--- src/rtl/smg_scan_ctrl.sv ---
// smg_scan_ctrl: time-multiplexed driver for a six-digit common-anode seven-segment display.
//
// Each digit owns a slot of SCAN_CNT clocks. The first BLANK_CNT clocks of every slot
// drive all digits off to stop ghosting while the segment lines settle. The 24-bit input
// is captured once per frame, at the first cycle of digit 0, so a frame never tears.
//
// Ports:
//   CLOCK    in   system clock, rising edge
//   RST      in   synchronous active-high reset
//   iData    in   six hex nibbles, nibble k drives digit k (digit 0 rightmost)
//   SMG_Data out  active-low segments {dp, g, f, e, d, c, b, a}, registered
//   Scan_Sig out  active-low digit enables, bit k selects digit k, registered
module smg_scan_ctrl #(
    parameter int unsigned SCAN_CNT  = 50000,
    parameter int unsigned BLANK_CNT = 500,
    parameter int unsigned LZ_SUPP   = 0
) (
    input  logic        CLOCK,
    input  logic        RST,
    input  logic [23:0] iData,
    output logic [7:0]  SMG_Data,
    output logic [5:0]  Scan_Sig
);

    localparam int unsigned       CNT_W     = (SCAN_CNT > 1) ? $clog2(SCAN_CNT) : 1;
    localparam logic [CNT_W-1:0]  CNT_LAST  = CNT_W'(SCAN_CNT - 1);
    localparam logic [CNT_W-1:0]  BLANK_END = CNT_W'(BLANK_CNT);

    logic [CNT_W-1:0] cnt_q, cnt_d;
    logic [2:0]       idx_q, idx_d;
    logic [23:0]      shadow_q, shadow_d;
    logic [7:0]       smg_d;
    logic [5:0]       scan_d;
    logic [3:0]       nib;
    logic [23:0]      upper;

    function automatic logic [7:0] seg_enc(input logic [3:0] n);
        logic [7:0] s;
        unique case (n)
            4'h0: s = 8'hC0;
            4'h1: s = 8'hF9;
            4'h2: s = 8'hA4;
            4'h3: s = 8'hB0;
            4'h4: s = 8'h99;
            4'h5: s = 8'h92;
            4'h6: s = 8'h82;
            4'h7: s = 8'hF8;
            4'h8: s = 8'h80;
            4'h9: s = 8'h90;
            4'hA: s = 8'h88;
            4'hB: s = 8'h83;
            4'hC: s = 8'hC6;
            4'hD: s = 8'hA1;
            4'hE: s = 8'h86;
            4'hF: s = 8'h8E;
        endcase
        return s;
    endfunction

    always_comb begin
        cnt_d = (cnt_q == CNT_LAST) ? '0 : cnt_q + CNT_W'(1);

        idx_d = idx_q;
        if (cnt_q == CNT_LAST) begin
            idx_d = (idx_q == 3'd5) ? 3'd0 : idx_q + 3'd1;
        end

        // Capture only at frame start so all six digits show one coherent value.
        shadow_d = (cnt_q == '0 && idx_q == 3'd0) ? iData : shadow_q;

        nib = 4'h0;
        case (idx_q)
            3'd0:    nib = shadow_q[3:0];
            3'd1:    nib = shadow_q[7:4];
            3'd2:    nib = shadow_q[11:8];
            3'd3:    nib = shadow_q[15:12];
            3'd4:    nib = shadow_q[19:16];
            3'd5:    nib = shadow_q[23:20];
            default: nib = 4'h0;
        endcase

        // Nibbles idx..5; all zero means this digit is a leading zero.
        upper = shadow_q >> {idx_q, 2'b00};

        if (cnt_q < BLANK_END) begin
            scan_d = 6'h3F;
            smg_d  = 8'hFF;
        end else begin
            scan_d = ~(6'd1 << idx_q);
            if (LZ_SUPP == 1 && idx_q != 3'd0 && upper == 24'h0) begin
                smg_d = 8'hFF;
            end else begin
                smg_d = seg_enc(nib);
            end
        end
    end

    always_ff @(posedge CLOCK) begin
        if (RST) begin
            cnt_q    <= '0;
            idx_q    <= 3'd0;
            shadow_q <= 24'h0;
            SMG_Data <= 8'hFF;
            Scan_Sig <= 6'h3F;
        end else begin
            cnt_q    <= cnt_d;
            idx_q    <= idx_d;
            shadow_q <= shadow_d;
            SMG_Data <= smg_d;
            Scan_Sig <= scan_d;
        end
    end

endmodule
--- config.mk ---
export PLATFORM = sky130hd
export DESIGN_NAME = smg_scan_ctrl
export DESIGN_NICKNAME = d
export VERILOG_FILES = /design/src/rtl/smg_scan_ctrl.sv
export SDC_FILE = /design/constraint.sdc
export NUM_CORES = 1
export LEC_CHECK = 0
export BUFFER_PORTS_ARGS = -buffer_cell sky130_fd_sc_hd__clkbuf_2
export CAP_MARGIN = 10
export CELL_PAD_IN_SITES_DETAIL_PLACEMENT = 1
export CELL_PAD_IN_SITES_GLOBAL_PLACEMENT = 2
export CORE_ASPECT_RATIO = 1.75
export CORE_MARGIN = 1
export CORE_UTILIZATION = 37
export DETAILED_ROUTE_END_ITERATION = 10
export PLACE_DENSITY = 0.9
export SKIP_LAST_GASP = 1
export SYNTH_ARGS = -nofsm -noshare
export SYNTH_HDL_FRONTEND = slang
export SYNTH_SLANG_ARGS = --single-unit
--- constraint.sdc ---
create_clock -name CLOCK -period 5.2 [get_ports CLOCK]
set_clock_uncertainty 0.2 [all_clocks]
set_input_delay 0 -clock CLOCK [delete_from_list [all_inputs] [get_ports CLOCK]]
set_output_delay 0 -clock CLOCK [all_outputs]
set_load 0.01 [all_outputs]
==> results of run 1 <==
==> worst min path at each step <==
stage | depth (start not counted) | to | slack (ps) | from
floorplan | 2 | shadow_q[16]$_SDFFE_PP0P_ | -50 | iData[16]
detailed placement | 3 | shadow_q[1]$_SDFFE_PP0P_ | 50 | iData[1]
finish | 2 | shadow_q[6]$_SDFFE_PP0P_ | 100 | RST
global route | 2 | shadow_q[8]$_SDFFE_PP0P_ | 140 | RST
CTS | 2 | shadow_q[8]$_SDFFE_PP0P_ | 100 | RST
global placement | 3 | shadow_q[13]$_SDFFE_PP0P_ | 30 | iData[13]
==> critical path, stage by stage (launching register included) <==
cell	delay, ps
dfxtp_1	670
inv_1	210
ha_1	340
a222oi_1	410
o21ai_0	330
ha_1	330
a2111o_1	300
o31ai_1	70
o21ai_0	110
==> logic make-up (layout without fill, tap and decap cells) <==
kind of cell	Yosys count	in the layout	share of synthesized area [%]
flip-flops	56	56	43.86
buffers and inverters	26	78	4.699
AO/OA/AOI/OAI	33	33	9.349
AND/OR/NAND/NOR	101	101	19.04
multiplexers	33	33	13.36
XOR/XNOR	15	15	5.140
other	1	2	0.1467
adder cells (fa/ha/maj)	9	9	4.405
==> power groups by stage <==
| stage | clock network [uW] | registers [uW] | logic (uW) |
|---|---|---|---|
| floorplan | 0 | 466 | 83.7 |
| global placement | 0 | 472 | 105 |
| detailed placement | 0 | 473 | 108 |
| CTS | 318 | 463 | 123 |
| global route | 338 | 465 | 136 |
| finish | 311 | 464 | 123 |
==> sequential cells by signal, summed over array words and instances, names as in the netlist <==
| name | count |
|---|---|
| SMG_Data | 7 |
| idx_q | 3 |
| Scan_Sig | 6 |
| shadow_q | 24 |
| cnt_q | 16 |
==> placed cells by master (no fill, tap or decap), types with 6 or more instances in the layout <==
cell / count
nor2_1: 48
mux2i_1: 27
nand2_1: 12
xor2_1: 6
dlygate4sd3_1: 24
dfxtp_1: 56
o21ai_0: 6
inv_1: 10
xnor2_1: 9
ha_1: 9
clkbuf_2: 38
nand3_1: 9
==> layer usage <==
metal	vias to the layer above	part of all wire [%]	GRT usage, %
met2	38	56	36.81
met3	14	1.8	1.844
li1	1055	-	-
met4	0	3.1	9.333
met5	-	0	0
met1	1059	39	19.89
==> per-stage QoR <==
step / hold WS (ps) / utilization, % / setup slack [ps]
2_1_floorplan: -53.16 / - / 2535
3_3_place_gp: 34.89 / 42.18 / 2269
3_5_place_dp: 51.09 / 42.18 / 2122
4_1_cts: 99.62 / 47.73 / 2089
5_1_grt: 143.1 / 47.77 / 1754
6_report: 98.63 / 47.77 / 2067
==> synth_stat cells, types with 2 or more instances <==
cell       n  area share, %
a222oi_1   2           0.78
o21ai_0    6            1.2
nor2_1    48            7.0
o31ai_1    2           0.59
xnor2_1    9            3.1
a21oi_1    4           0.78
inv_1     10            1.5
mux2i_1   27             11
nor3_1     5           0.98
and2_1     2           0.49
clkbuf_1   9            1.3
a21o_1     2           0.59
a31oi_1    3           0.73
xor2_1     6            2.1
o221ai_1   4            1.4
mux2_2     5            2.2
ha_1       9            4.4
and3b_1    3            1.0
buf_4      3           0.88
dfxtp_1   56             44
nand3b_1   3           0.88
nand3_1    9            1.8
buf_2      2           0.39
nand2_1   12            1.8
nand4_1    4           0.98
and4_1     2           0.69
nand2b_1   2           0.49
nor4_1     3           0.73
==> cell type report <==
class                      instances  area, sq um
inverter                          10        37.54
clock buffer                       5        125.1
tap                               82        102.6
timing repair buffer              63        437.9
antenna                            1        2.502
fill                             773         3441
sequential                        56         1121
multi-input combinational        192         1320
==> summary.md, run 1 <==
| Metric | Value |
|---|---|
| Status | `finished, final reports clean` |
| Slew HR | `31.52%` |
| Final ANT Viol Nets | `0` |
| Tmin final | `approximately 3100 ps` |
| First-pass GRT wire length | `approximately 11 mm` |
| Row count | `39` |
| Switching part of the total | `24.20%` |
| EDFF count, synth | `0` |
| P per Cell Area | `~290 nW/um^2` |
| Period utilisation layout | `about 60%` |
| Final wirelength | `~6.5 mm` |
| Post-synthesis sequential area ratio | `a little over two fifths` |
| Critical path endpoint | `SMG_Data[0]$_SDFF_PP1_` |
| DR WL/cell | `~16 um` |
| Power Internal | `680.5 uW` |
| Post-CTS Setup Inserts | `0` |
| R2r endpoint | `SMG_Data[0]$_SDFF_PP1_` |
| Fraction of registers with async set/reset | `0%` |
| Final Non-Filler Cells | `409` |
| Slew Viols, Final | `0` |
| Max IR drop VDD | `187.9 uV` |
| CP Launch Type | `register` |
| Initial antenna violation count | `1` |
| Die ar. | `7258 sq um` |
| Synthesis Warnings | `0` |
| Final HPWL DP | `4.722 mm` |
| Worst R2R Path Depth | `8` |
| Placed Area | `roughly 2800 sq um` |
| Synth Register Bits | `56` |
| Root buffer selected by CTS | `clkbuf_16` |
| Net Count, Synth | `around 310` |
| Worst skew pair latency | `about 290 ps` |
| Mapped Area | `2556 sq um` |
| Post_cts resized | `0` |
| Num CTS Buffers | `5` |
| CTS Hold Bufs | `24` |
| HP Class | `in -> reg` |
| Top-level I/O count | `40` |
| CTS tree | `yes` |
| Initial Util | `38.80%` |
| DRT iter0 DRCs | `110` |
| Crit path DAT | `about 3000 ps` |
| Synth Flop Type | `dfxtp_1` |
| Core ar. | `about 6600 sq um` |
| Lkg Pwr | `~0.0013 uW` |
| Routed vias | `approximately 2200` |
| CTS sink cnt | `56` |
| Crit Path Max Fanout | `16` |
| Largest net degree at the start of global routing | `31` |
| Design area | `approximately 3100 sq um` |
| Reg2reg start | `idx_q[2]$_SDFFE_PP0P_` |
| Syn-to-layout area delta | `23.10%` |
| Clock-pin slew on the worst setup and hold paths | `~70 ps` |
| Drc violations | `0` |
| Comb pwr share | `a little over an eighth` |
| Total power | `around 900 uW` |
| Slew at the pin closest to its max-slew limit | `around 1000 ps` |
| Average cell area after synthesis | `just over 9 sq um` |
| Via/cell ratio | `~5.3` |
| Die Wd | `approximately 65 um` |
| Kind of critical path | `reg -> reg` |
| Reg2Reg Setup Slack | `approximately 2100 ps` |
| Worst Path Required | `roughly 5000 ps` |
| Clock buffer depth | `2` |
| Setup_tns | `0 ps` |
| Final Net Count | `between 300 and 400` |
| Library cells used by synthesis | `50` |
| Origin of the worst setup path | `idx_q[2]$_SDFFE_PP0P_` |
| FMAX | `~320 MHz` |
| Crit. End Element | `register` |
| Depth of the CTS H-tree | `2` |
| Sequential share of power | `approximately 52%` |
| Share of post-route cells with drive strength above 1 | `16.56%` |
| Vias in the first global route | `between 2000 and 2500` |
| Max-cap violations | `0` |
| Setup Viol. Count Final | `0` |
| Final hold violations | `0` |
| Total Routing Usage GR | `~19%` |
| Die Ht | `roughly 110 um` |
| IO Port Bufs | `38` |
| Clock Power Share | `between 30% and 40%` |
| Total grt overflow | `0` |
| Placed cells | `about 380` |
| Sw power | `~220 uW` |
| RSZ-0062 raised after global routing | `no` |
| Drt first pass iters | `5` |
| Post-synthesis cell count | `~270` |
| RePlAce Congestion | `between 0.8 and 0.9` |
(Power assumes the default switching activity.)
==> run 2: changes to the inputs <==
- ABC_AREA: not set -> 1
- CORE_UTILIZATION: 37 -> 31
- PLACE_DENSITY: 0.9 -> 0.85
- clock period: 5.2 -> 3 ns (I/O delays scaled with it)
==> summary.md, run 2 <==
| Metric | Value |
|---|---|
| Worst skew pair latency | `300 ps (about the same)` |
| FMAX | `369.5 MHz (+16%)` |
| Row count | `46 (+18%)` |
| Clock-pin slew on the worst setup and hold paths | `70 ps (about the same)` |
| DR WL/cell | `12.63 um (-21%)` |
| Final-layout fill cell count | `1198 (+55%)` |
| Storage cell area | `1121 sq um (unchanged)` |
| Drc violations | `0 (unchanged)` |
| Synth Register Bits | `56 (unchanged)` |
| Syn-to-layout area delta | `22.36%` |
| Max-cap violations | `0 (unchanged)` |
| Final Net Count | `524 (+44%)` |
| Largest register FFs | `24 (unchanged)` |
| Slew HR | `59.98% (+28 points)` |
| Slew at the pin closest to its max-slew limit | `598.8 ps (-423.7 ps)` |
| Worst setup slack after layout | `294.0 ps (-1773 ps)` |
| P per Cell Area | `472.4 nW/um^2 (+66%)` |
| Post-synthesis sequential area ratio | `38.82% (-5.0 points)` |
| Largest registers | `shadow_q x24, cnt_q x16, SMG_Data x7` |
| Drt first pass iters | `6 (+1)` |
| Post-Synth XOR/XNOR Area | `0.6066% (-4.5 points)` |
| Final HPWL DP | `5.925 mm (+25%)` |
| Die Wd | `74.96 um (+16%)` |
| HP Class | `reg -> reg` |
| Die Ht | `129.7 um (+16%)` |
| RSZ-0062 raised after global routing | `no` |
| Clock buffer depth | `2 (unchanged)` |
| Root buffer selected by CTS | `clkbuf_16` |
| Largest net degree at the start of global routing | `29 (-6.5%)` |
| Lkg Pwr | `0.001710 uW (+32%)` |
| Total Routing Usage GR | `17.70% (-1.5 points)` |
| Crit path DAT | `2700 ps (-360 ps)` |
| Fin util | `39.10% (-8.7 points)` |
| Largest family of logic cells by synthesized area | `simple AND/OR/NAND/NOR gates` |
| Final wirelength | `7.704 mm (+18%)` |
| RePlAce Congestion | `0.8533 (+4.7%)` |
| Vias in the first global route | `2834 (+24%)` |
| Initial antenna violation count | `0 (-1)` |
| Core ar. | `9036 sq um (+37%)` |
| Top post-synthesis cells by area | `dfxtp_1 39%, nand2_1 12%, inv_1 11%` |
| Post-synthesis cell count | `431 (+57%)` |
| Top-level I/O count | `40 (unchanged)` |
| Share of the synthesized area in the top cell type | `38.82% (-5.0 points)` |
| CTS sink cnt | `56 (unchanged)` |
| Max IR drop VDD | `211.1 uV (+12%)` |
| Post-synth top area cell | `dfxtp_1` |
| Kind of critical path | `reg -> reg` |
| Setup_tns | `0 ps (unchanged)` |
| Most numerous cell in the Yosys netlist | `nand2_1` |
| Routed vias | `2755 (+27%)` |
| Commonest cells in the netlist | `89 x nand2_1, 88 x inv_1, 57 x nor2_1, 56 x dfxtp_1, 31 x o21ai_0` |
| Crit Path Max Fanout | `11 (-5)` |
| Library cells used by synthesis | `34 (-32%)` |
| Initial Util | `31.96% (-6.8 points)` |
| Via/cell ratio | `4.516 (-15%)` |
| Fraction of the mapped netlist area in simple logic gates | `31.20% (+12 points)` |
| Final hold violations | `0 (unchanged)` |
| First-pass GRT wire length | `12.88 mm (+19%)` |
| CTS tree | `yes` |
| EDFF count, synth | `0 (unchanged)` |
| Mapped Area | `2888 sq um (+13%)` |
| Num CTS Buffers | `5 (unchanged)` |
| Post-Synth Adder-Cell Area | `3.899% (-0.51 points)` |
| Multiplexer area fraction after synthesis | `0% (-13 points)` |
| Post-CTS Setup Inserts | `0 (unchanged)` |
| CP Launch Type | `register` |
| Biggest register | `shadow_q` |
| DRT iter0 DRCs | `76 (-31%)` |
| Average cell area after synthesis | `6.700 sq um (-28%)` |
| Setup Viol. Count Final | `0 (unchanged)` |
| IO Port Bufs | `38 (unchanged)` |
| Net Count, Synth | `466 (+51%)` |
| Place WS | `291.6 ps (-1831 ps)` |
| Area of the multi-input gates | `1319 sq um (about the same)` |
| Die ar. | `9721 sq um (+34%)` |
| Fraction of registers with async set/reset | `0% (unchanged)` |
| Crit. End Element | `register` |
| Synth Flop Type | `dfxtp_1` |
| Synth Area in Compound Gates | `9.835% (+0.49 points)` |
| Slew Viols, Final | `0 (unchanged)` |
| Most common cell after layout, fill and taps aside | `nand2_1` |
| Most frequent cells in the layout | `89 x nand2_1, 88 x inv_1, 57 x nor2_1` |
| Number of diodes | `0 (-1)` |
| Worst Path Required | `2990 ps (-2130 ps)` |
| Total grt overflow | `0 (unchanged)` |
| Synthesis Warnings | `0 (unchanged)` |
| Share of post-route cells with drive strength above 1 | `13.06% (-3.5 points)` |
| Depth of the CTS H-tree | `2 (unchanged)` |
| Tmin final | `2706 ps (-426.8 ps)` |
| Period utilisation layout | `90.20% (+30 points)` |
| Final ANT Viol Nets | `0 (unchanged)` |
| Status | `finished, final reports clean` |
run 2: worst max-delay path: stages, from the launching register on:
cell and delay (ps):
dfxtp_1 540, inv_2 190, ha_1 300, nand2_1 90
inv_1 40, nor2_1 120, nand2_1 60, nor2_1 300
inv_1 160, ha_1 320, inv_1 40, nand2_1 60
nor2_1 50, nor2_1 80, nand2_1 60
run 2: timing repair:
| item | in CTS | in global routing |
|---|---|---|
| endpoints found under the hold margin | 37 | 0 |
| resized for setup | 0 | 0 |
| endpoints found under the setup margin | 0 | 0 |
| hold buffers | 25 | 0 |
run 2: final cells by class:
cell class	count	share of cell area [%]
Multi-Input combinational cell	270	37.32
Sequential cell	56	31.73
Timing Repair Buffer	65	12.89
Inverter	91	9.738
Tap cell	120	4.249
Clock buffer	5	3.541
Clock inverter	3	0.5312
run 2: metrics by stage:
step | cell area, sq um | power, uW | cells | hold slack [ps]
after floorplan | 2888 | 1015 | 431 | -54.42
after global placement | 3139 | 1071 | 577 | 44.21
after detailed placement | 3139 | 1079 | 577 | 49.63
after CTS | 3533 | 1702 | 610 | 270.0
after global routing | 3533 | 1779 | 610 | 288.7
final | 3533 | 1669 | 610 | 263.8
run 2: cells by family after synthesis:
| kind of cell | after synthesis |
|---|---|
| AND/OR/NAND/NOR | 204 |
| adder cells (fa/ha/maj) | 9 |
| AO/OA/AOI/OAI | 54 |
| buffers and inverters | 105 |
| other | 1 |
| flip-flops | 56 |
| XOR/XNOR | 2 |
run 2: power breakdown:
group	switching [uW]	leakage, uW	total [uW]	internal, uW
Sequential	25.2	0.000459	812	787
Clock	278	0.0000736	587	309
Combinational	163	0.00118	270	107
run 2: worst paths after layout:
path              slack [ps]                      to  cells after the start                  start
setup reg to reg         290  SMG_Data[1]$_SDFF_PP1_                     14  idx_q[2]$_SDFFE_PP0P_
setup / recovery         290  SMG_Data[1]$_SDFF_PP1_                     14  idx_q[2]$_SDFFE_PP0P_
hold reg to reg          260     cnt_q[0]$_SDFF_PP0_                      1    cnt_q[0]$_SDFF_PP0_
hold / removal           260     cnt_q[0]$_SDFF_PP0_                      1    cnt_q[0]$_SDFF_PP0_
run 2: metal layers:
metal  vias to the layer above  track usage, %  routed length, um
li1                       1427               -                  -
met1                      1288           17.18               2805
met2                        31           35.77               4611
met3                         9           2.799                166
met4                         0           5.882                120
met5                         -               0                  0
